[src/rtl/axis_lane_serializer.sv]
// axis_lane_serializer
// AXI4-Stream downsizer: each wide input beat is split into RATIO narrow
// output lanes. Lanes are emitted LSB-first (modes 0/3) or MSB-first
// (mode 1), or one selected lane is emitted per beat (mode 2).
// Mode and lane selection are captured with the beat, so changes to them
// while a beat is being emitted do not affect that beat. A wrapping counter
// tracks completed output frames.
module axis_lane_serializer #(
  parameter int M_WIDTH = 8,
  parameter int RATIO   = 3,
  parameter int LSEL_W  = 2,
  parameter int CNT_W   = 16,
  localparam int S_WIDTH = M_WIDTH * RATIO
) (
  input  logic               ap_clk,
  input  logic               ap_rst,
  input  logic [1:0]         mode,
  input  logic [LSEL_W-1:0]  lane_sel,
  input  logic [S_WIDTH-1:0] s_axis_tdata,
  input  logic               s_axis_tlast,
  input  logic               s_axis_tvalid,
  output logic               s_axis_tready,
  output logic [M_WIDTH-1:0] m_axis_tdata,
  output logic               m_axis_tlast,
  output logic               m_axis_tvalid,
  input  logic               m_axis_tready,
  output logic [CNT_W-1:0]   frame_cnt
);

  localparam int IDX_W = (RATIO > 1) ? $clog2(RATIO) : 1;
  // Lane slots are padded to a power of two so lane_sel-wide indices are
  // always in range of the slot array.
  localparam int NSLOT = 2 ** LSEL_W;

  localparam logic [0:0] ST_EMPTY  = 1'b0;
  localparam logic [0:0] ST_SERIAL = 1'b1;

  localparam logic [1:0] MODE_LSB    = 2'd0;
  localparam logic [1:0] MODE_MSB    = 2'd1;
  localparam logic [1:0] MODE_SINGLE = 2'd2;

  logic [0:0]         state_reg;
  logic [IDX_W-1:0]   idx_reg;
  logic [S_WIDTH-1:0] hold_data_reg;
  logic               hold_last_reg;
  logic [1:0]         hold_mode_reg;
  logic [LSEL_W-1:0]  hold_lane_reg;
  logic [CNT_W-1:0]   frame_cnt_reg;

  logic               full;
  logic               last_lane;
  logic               in_hs;
  logic               out_hs;
  logic [LSEL_W-1:0]  lane_pick;
  logic [LSEL_W-1:0]  lane_eff;
  logic [M_WIDTH-1:0] lane_slot [NSLOT];

  assign full = (state_reg == ST_SERIAL);

  // Slice the held beat into lanes; slots beyond RATIO read as zero.
  genvar gi;
  generate
    for (gi = 0; gi < NSLOT; gi++) begin : g_slot
      if (gi < RATIO) begin : g_real
        assign lane_slot[gi] = hold_data_reg[gi*M_WIDTH +: M_WIDTH];
      end else begin : g_pad
        assign lane_slot[gi] = '0;
      end
    end
  endgenerate

  // Single-lane mode emits exactly one lane per beat, so every lane is last.
  assign last_lane = (hold_mode_reg == MODE_SINGLE) ||
                     (idx_reg == IDX_W'(RATIO - 1));

  // Accept a new beat when empty, or when the final lane leaves this cycle.
  assign s_axis_tready = !ap_rst && (!full || (last_lane && m_axis_tready));

  assign in_hs  = s_axis_tvalid && s_axis_tready;
  assign out_hs = full && m_axis_tready;

  // Out-of-range lane selections fall back to lane 0.
  assign lane_eff = (int'(lane_sel) >= RATIO) ? '0 : lane_sel;

  // Choose which lane of the held beat is presented, from the latched mode.
  always_comb begin
    lane_pick = LSEL_W'(idx_reg);
    case (hold_mode_reg)
      MODE_MSB:    lane_pick = LSEL_W'(RATIO - 1) - LSEL_W'(idx_reg);
      MODE_SINGLE: lane_pick = hold_lane_reg;
      default:     lane_pick = LSEL_W'(idx_reg);
    endcase
  end

  assign m_axis_tdata  = lane_slot[lane_pick];
  assign m_axis_tlast  = full && hold_last_reg && last_lane;
  assign m_axis_tvalid = full;
  assign frame_cnt     = frame_cnt_reg;

  // Occupancy FSM and lane counter: load on input handshake, advance on
  // output handshake, return to EMPTY after the final lane with no reload.
  always_ff @(posedge ap_clk or posedge ap_rst) begin
    if (ap_rst) begin
      state_reg <= ST_EMPTY;
      idx_reg   <= '0;
    end else if (in_hs) begin
      state_reg <= ST_SERIAL;
      idx_reg   <= '0;
    end else if (out_hs) begin
      if (last_lane) begin
        state_reg <= ST_EMPTY;
        idx_reg   <= '0;
      end else begin
        idx_reg   <= idx_reg + IDX_W'(1);
      end
    end
  end

  // Hold register: capture the beat with its mode and effective lane.
  always_ff @(posedge ap_clk or posedge ap_rst) begin
    if (ap_rst) begin
      hold_data_reg <= '0;
      hold_last_reg <= 1'b0;
      hold_mode_reg <= MODE_LSB;
      hold_lane_reg <= '0;
    end else if (in_hs) begin
      hold_data_reg <= s_axis_tdata;
      hold_last_reg <= s_axis_tlast;
      hold_mode_reg <= mode;
      hold_lane_reg <= lane_eff;
    end
  end

  // Count output frames, one per handshake of a tlast lane; wraps naturally.
  always_ff @(posedge ap_clk or posedge ap_rst) begin
    if (ap_rst) begin
      frame_cnt_reg <= '0;
    end else if (out_hs && m_axis_tlast) begin
      frame_cnt_reg <= frame_cnt_reg + CNT_W'(1);
    end
  end

endmodule

[config.mk]
export PLATFORM = sky130hd
export DESIGN_NAME = axis_lane_serializer
export DESIGN_NICKNAME = d
export VERILOG_FILES = /design/src/rtl/axis_lane_serializer.sv
export SDC_FILE = /design/constraint.sdc
export NUM_CORES = 1
export LEC_CHECK = 0
export ABC_AREA = 0
export CAP_MARGIN = 10
export CORE_MARGIN = 1
export CORE_UTILIZATION = 45
export DETAILED_ROUTE_END_ITERATION = 10
export DONT_BUFFER_PORTS = 1
export GPL_TIMING_DRIVEN = 0
export SETUP_SLACK_MARGIN = 0.2
export SKIP_CTS_REPAIR_TIMING = 1
export SYNTH_ARGS = -nofsm -noshare
export SYNTH_HDL_FRONTEND = slang
export SYNTH_SLANG_ARGS = --single-unit
[constraint.sdc]
create_clock -name ap_clk -period 4.3 [get_ports ap_clk]
set_input_delay 0.645 -clock ap_clk [delete_from_list [all_inputs] [get_ports ap_clk]]
set_output_delay 0.645 -clock ap_clk [all_outputs]
set_load 0.05 [all_outputs]
* Yosys cells after proc, flatten, opt, wreduce, memory -nomap -nowiden *
Index checks and enable logic that the tools add are counted.

word-level totals
  register bits after elaboration = 48
  latch bits = 0
  memory bits (read-only) = 0
  bits in writable memories = 0
  memories = 0
  bits of input ports = 33

operators by class
  add/sub/neg operators = 3
  multiplexer cells = 11
  equality and inequality tests = 3
  bitwise gates (word level) = 1
  multipliers = 0
  $lt $le $gt $ge = 2
  div/mod/pow operators = 0
  shift operators = 0
  reductions and logical operators = 14

operator list
  cell                                                      count
  adder 16 x 1 -> 16 bit, second input constant             1
  binary-select mux 8 bit (select 2 bit)                    1
  two-way mux 8 bit                                         2
  two-way mux 2 bit                                         4
  logical AND 1 bit                                         7
  equality test 2 bit, second input constant                2
  one-hot mux 2 bit (2 select lines)                        1
  nonzero test 2 bit                                        2
  greater-or-equal comparator 3 bit, second input constant  1
  two-way mux 1 bit                                         3
  inverter 2 -> 3 bit                                       1
  adder 2 x 1 -> 2 bit, second input constant               1
  equality test 2 x 1 -> 1 bit, second input constant       1
  greater-or-equal comparator 2 bit, second input constant  1
  zero test 1 bit                                           2
  logical OR 1 bit                                          2
  AND reduction 2 bit                                       1
  subtractor 2 bit, first input constant                    1

* Depth between registers and ports, before layout *
  depth after elaboration = 8
  gate-level depth with buffers = 8
  gate-level depth less buffers = 6

* Worst setup path after synthesis *
OpenSTA, ideal clock, no wires.

  kind = reg2out
  from = register hold_mode_reg[0]
  to = output port m_axis_tdata[0]
  path buffers = 0
  arrival = 2145 ps
  stages on the path, launching flop included = 7
  slack = 1510 ps
  cell sequence = dfrtp_1 inv_1 ha_1 o21ai_0 o21ai_4 mux2i_1 o2bb2ai_1

between the ends
  cells in the longest elaborated chain, start to end = 6

ends and longest elaborated chain
  what                                                                        line  source
  from (decl)                                                                 46    logic [1:0] hold_mode_reg;
  from (signal assigned)                                                      129   hold_mode_reg <= mode;
  equality test 2 bit / equality test 2 x 1 -> 1 bit (equally long branches)  88    case (hold_mode_reg)
  one-hot mux 2 bit (2 select lines) *                                        88
  inverter 2 -> 3 bit (implied by the code) *                                 95    assign m_axis_tdata = lane_slot[lane_pick];
  binary-select mux 8 bit (select 2 bit) *                                    95
  two-way mux 8 bit (implied by the code) * (2 in series)                     95
  to (decl)                                                                   23    output logic [M_WIDTH-1:0] m_axis_tdata,

Mark *: on every way between the ends. The rest lies on a longest branch, timed or not. The select of a mux whose other input is x is not followed.

* Worst setup path in the final report *
  from = register hold_mode_reg[0]
  to = output port m_axis_tdata[1]

Same word-level chain as after synthesis.

==> results.sh <==
export IMPL_place_inst=240
export IMPL_io_buffers=0
export IMPL_n_antenna_cell=0
export IMPL_dr_pass1_iters=4
export IMPL_relSlewSlack=0.289
export IMPL_preCtsSetupSlack_ns=1.32
export IMPL_dr_first_iter_drc_count=66
export IMPL_die_area_um2=5560
export IMPL_worstPathArrival_ns=2.65
export IMPL_worstPathCellList="inv_1, ha_1, o21ai_0, o21ai_4, mux2i_1, o2bb2ai_1"
export IMPL_dieWidth_um=74.6
export IMPL_synth_ff_type="dfrtp_1"
export IMPL_r2r_cells=8
export IMPL_yosys_warnings=0
export IMPL_synth_cells=169
export IMPL_cts_tree="built"
export IMPL_maxSlewViolCount=0
export IMPL_clkLatencyLatePin_ns=0.29
export IMPL_peakVddDrop_v=0.000456
export IMPL_status="finished, final reports clean"
export IMPL_wire_per_inst_um=17.9
export IMPL_finalSetupViolations=0
export IMPL_clockBufferDepth=2
export IMPL_r2r_end="hold_data_reg[8]$_DFFE_PP0P_"
export IMPL_vias=1334
export IMPL_numCtsBuffers=5
export IMPL_timing_rr_start="hold_mode_reg[0]$_DFFE_PP0P_"
export IMPL_finalPower_mw=2.16
export IMPL_start_util=0.467
export IMPL_register_area_um2=1200
export IMPL_cts_sinks=48
export IMPL_yosysUniqueCellTypes=30
export IMPL_grt_use_met1=0.220
export IMPL_grt_max_degree=31
export IMPL_ys_async_sr_fraction=1.00
export IMPL_drc=0
export IMPL_path_class="register to output port"
export IMPL_finalHoldViolCount=0
export IMPL_place_congestion=0.804
export IMPL_post_route_util=0.510
export IMPL_ys_seq_elements=48
export IMPL_largest_register_ffs=24
export IMPL_maxCapViolations=0
export IMPL_multi_input_area_um2=1070
export IMPL_overflow=0
export IMPL_fin_ws_ns=1.00
export IMPL_core_area_um2=5070
export IMPL_globalRouteMet3Util=0.0434
export IMPL_cp_start_kind="register"
export IMPL_drt_wl_total_um=4430
export IMPL_row_count=26
export IMPL_worstMarginPinSlew_ns=1.07
export IMPL_grt_pass1_wl_um=6960
export IMPL_ys_seq_area_frac=0.507
export IMPL_htreeDepth=2
export IMPL_cellLeakagePower_nw=1.15
export IMPL_area_delta_synth_final_pct=9.08
export IMPL_crit_required_ns=3.65
export IMPL_hold_path_class="input pin to async pin"
export IMPL_setup_worst_path_start="hold_mode_reg[0]$_DFFE_PP0P_"
export IMPL_cp_slowest_cell="o2bb2ai_1"
export IMPL_syn_cell_area_um2=2370
export IMPL_globalRouteMet2Util=0.280
export IMPL_grt_util_all_layers=0.174
export IMPL_fin_crit_sh=0.767
export IMPL_max_freq_mhz=303
export IMPL_antenna_found_initial=0
export IMPL_fin_nets=214
export IMPL_reg2reg_slack_ns=1.91
export IMPL_clk_pin_slew_ns=0.09
export IMPL_critPathMaxFanout=9
export IMPL_cts_root_buf="clkbuf_8"
export IMPL_cp_slowest_stage_delay_ns=0.86
export IMPL_p_per_area_nw_per_um2=836
export IMPL_finalCriticalPeriod_ns=3.30
export IMPL_postRouteAntennaNets=0
export IMPL_drive_gt1_frac=0.287
export IMPL_fin_tns_setup_ns=0
export IMPL_grt_busiest_layer="met2"
export IMPL_final_fill_count=463
export IMPL_die_y_um=74.6
export IMPL_pin_count=60
export IMPL_fin_skew_ns=0.00565
export IMPL_via_per_inst=5.38
export IMPL_grt_pass1_vias=1387
export IMPL_endpoint_kind="output port"
export IMPL_synth_edf_count=0
export IMPL_syn_nets=206
export IMPL_final_cells=248
export IMPL_rsz0062_at_grt="no"
export IMPL_hpwl_um=3310
export IMPL_syn_avg_cell_area_um2=14.0
-- area by class of cell --
class / count / area share
Buffer: 5 / 0.0310
Tap cell: 70 / 0.0339
Clock inverter: 2 / 0.0135
Inverter: 6 / 0.00871
Multi-Input combinational cell: 110 / 0.413
Timing Repair Buffer: 1 / 0.00774
Sequential cell: 48 / 0.464
Clock buffer: 6 / 0.0281
-- cell families (layout without fill, tap and decap cells) --
logic type / Yosys count / after routing / share of synthesized area
adders and majority gates: 4 / 4 / 0.0211
and+or+nand+nor: 35 / 35 / 0.0850
xor gates and xnor gates: 15 / 15 / 0.0554
DFF: 48 / 48 / 0.507
muxes: 37 / 37 / 0.214
AOI/OAI and AO/OA: 19 / 19 / 0.0744
buffers and inverters: 11 / 20 / 0.0433
-- worst max path at each step --
| stage | depth (start not counted) | slack (ns) | endpoint |
|---|---|---|---|
| floorplan | 6 | 1.51 | m_axis_tdata[0] |
| global placement | 6 | 1.33 | m_axis_tdata[3] |
| detailed placement | 6 | 1.32 | m_axis_tdata[1] |
| CTS | 6 | 0.97 | m_axis_tdata[1] |
| global route | 6 | 0.80 | m_axis_tdata[3] |
| finish | 6 | 1.00 | m_axis_tdata[1] |
-- metrics by stage --
step                      cell area [µm²]  hold WS (ns)
after CTS                            2590         0.229
after global placement               2460         0.494
after global routing                 2590         0.237
after floorplan                      2370         0.479
after detailed placement             2480         0.498
final                                2590         0.220
-- critical path: cells and delay by family (launching register included) --
| family | cells | cell delay [ns] |
|---|---|---|
| DFF | 1 | 0.39 |
| adders and majority gates | 1 | 0.37 |
| muxes | 1 | 0.16 |
| AOI/OAI and AO/OA | 3 | 1.38 |
| buffers and inverters | 1 | 0.06 |
-- report_power, final --
part           switching, mW  total [mW]  leakage, nW  internal, mW
logic                  0.665        1.04        0.496         0.372
registers              0.194       0.808        0.602         0.614
clock network          0.145       0.318       0.0552         0.173
-- routing by layer --
metal	vias up	routed length (µm)
li1	615	-
met1	669	1970
met2	41	2110
met3	9	258
met4	0	96
met5	-	0
-- synthesized netlist by cell type (all sizes together), types with 4 or more instances --
cell type  number  area, µm²
nand2          12       45.0
mux2           29        428
nand4           5       31.3
o21ai           5       43.8
inv             6       22.5
o2bb2ai         8       70.1
buf             5       80.1
ha              4       50.1
dfrtp          48       1200
xnor2          12        105
mux2i           8       80.1
nand3           5       25.0
-- layout by cell type (no fill, tap or decap) --
cell type	synthesis	routed
mux2_2	2	2
o21ai_2	2	2
dfrtp_1	48	48
inv_1	6	5
buf_2	1	1
and4_1	2	2
nor2b_1	3	3
mux2_4	27	27
a21oi_2	1	1
clkbuf_1	0	1
o22ai_1	2	2
ha_1	4	4
nor3_4	2	2
nand4_1	5	5
nor3_1	1	1
clkinv_2	0	1
o21ai_4	1	1
and2_4	1	1
a22oi_1	1	1
o2111ai_4	1	1
xor2_1	3	3
nand3_1	5	5
nand2_1	12	12
or3_1	1	1
nor2_1	3	3
xnor2_1	12	12
mux2i_1	8	8
o21ai_0	2	2
inv_2	0	1
bufinv_16	0	1
buf_8	1	1
o2bb2ai_1	8	8
buf_12	3	4
clkbuf_8	0	5
a21o_1	1	1
Power figures use the tool's default switching activity.
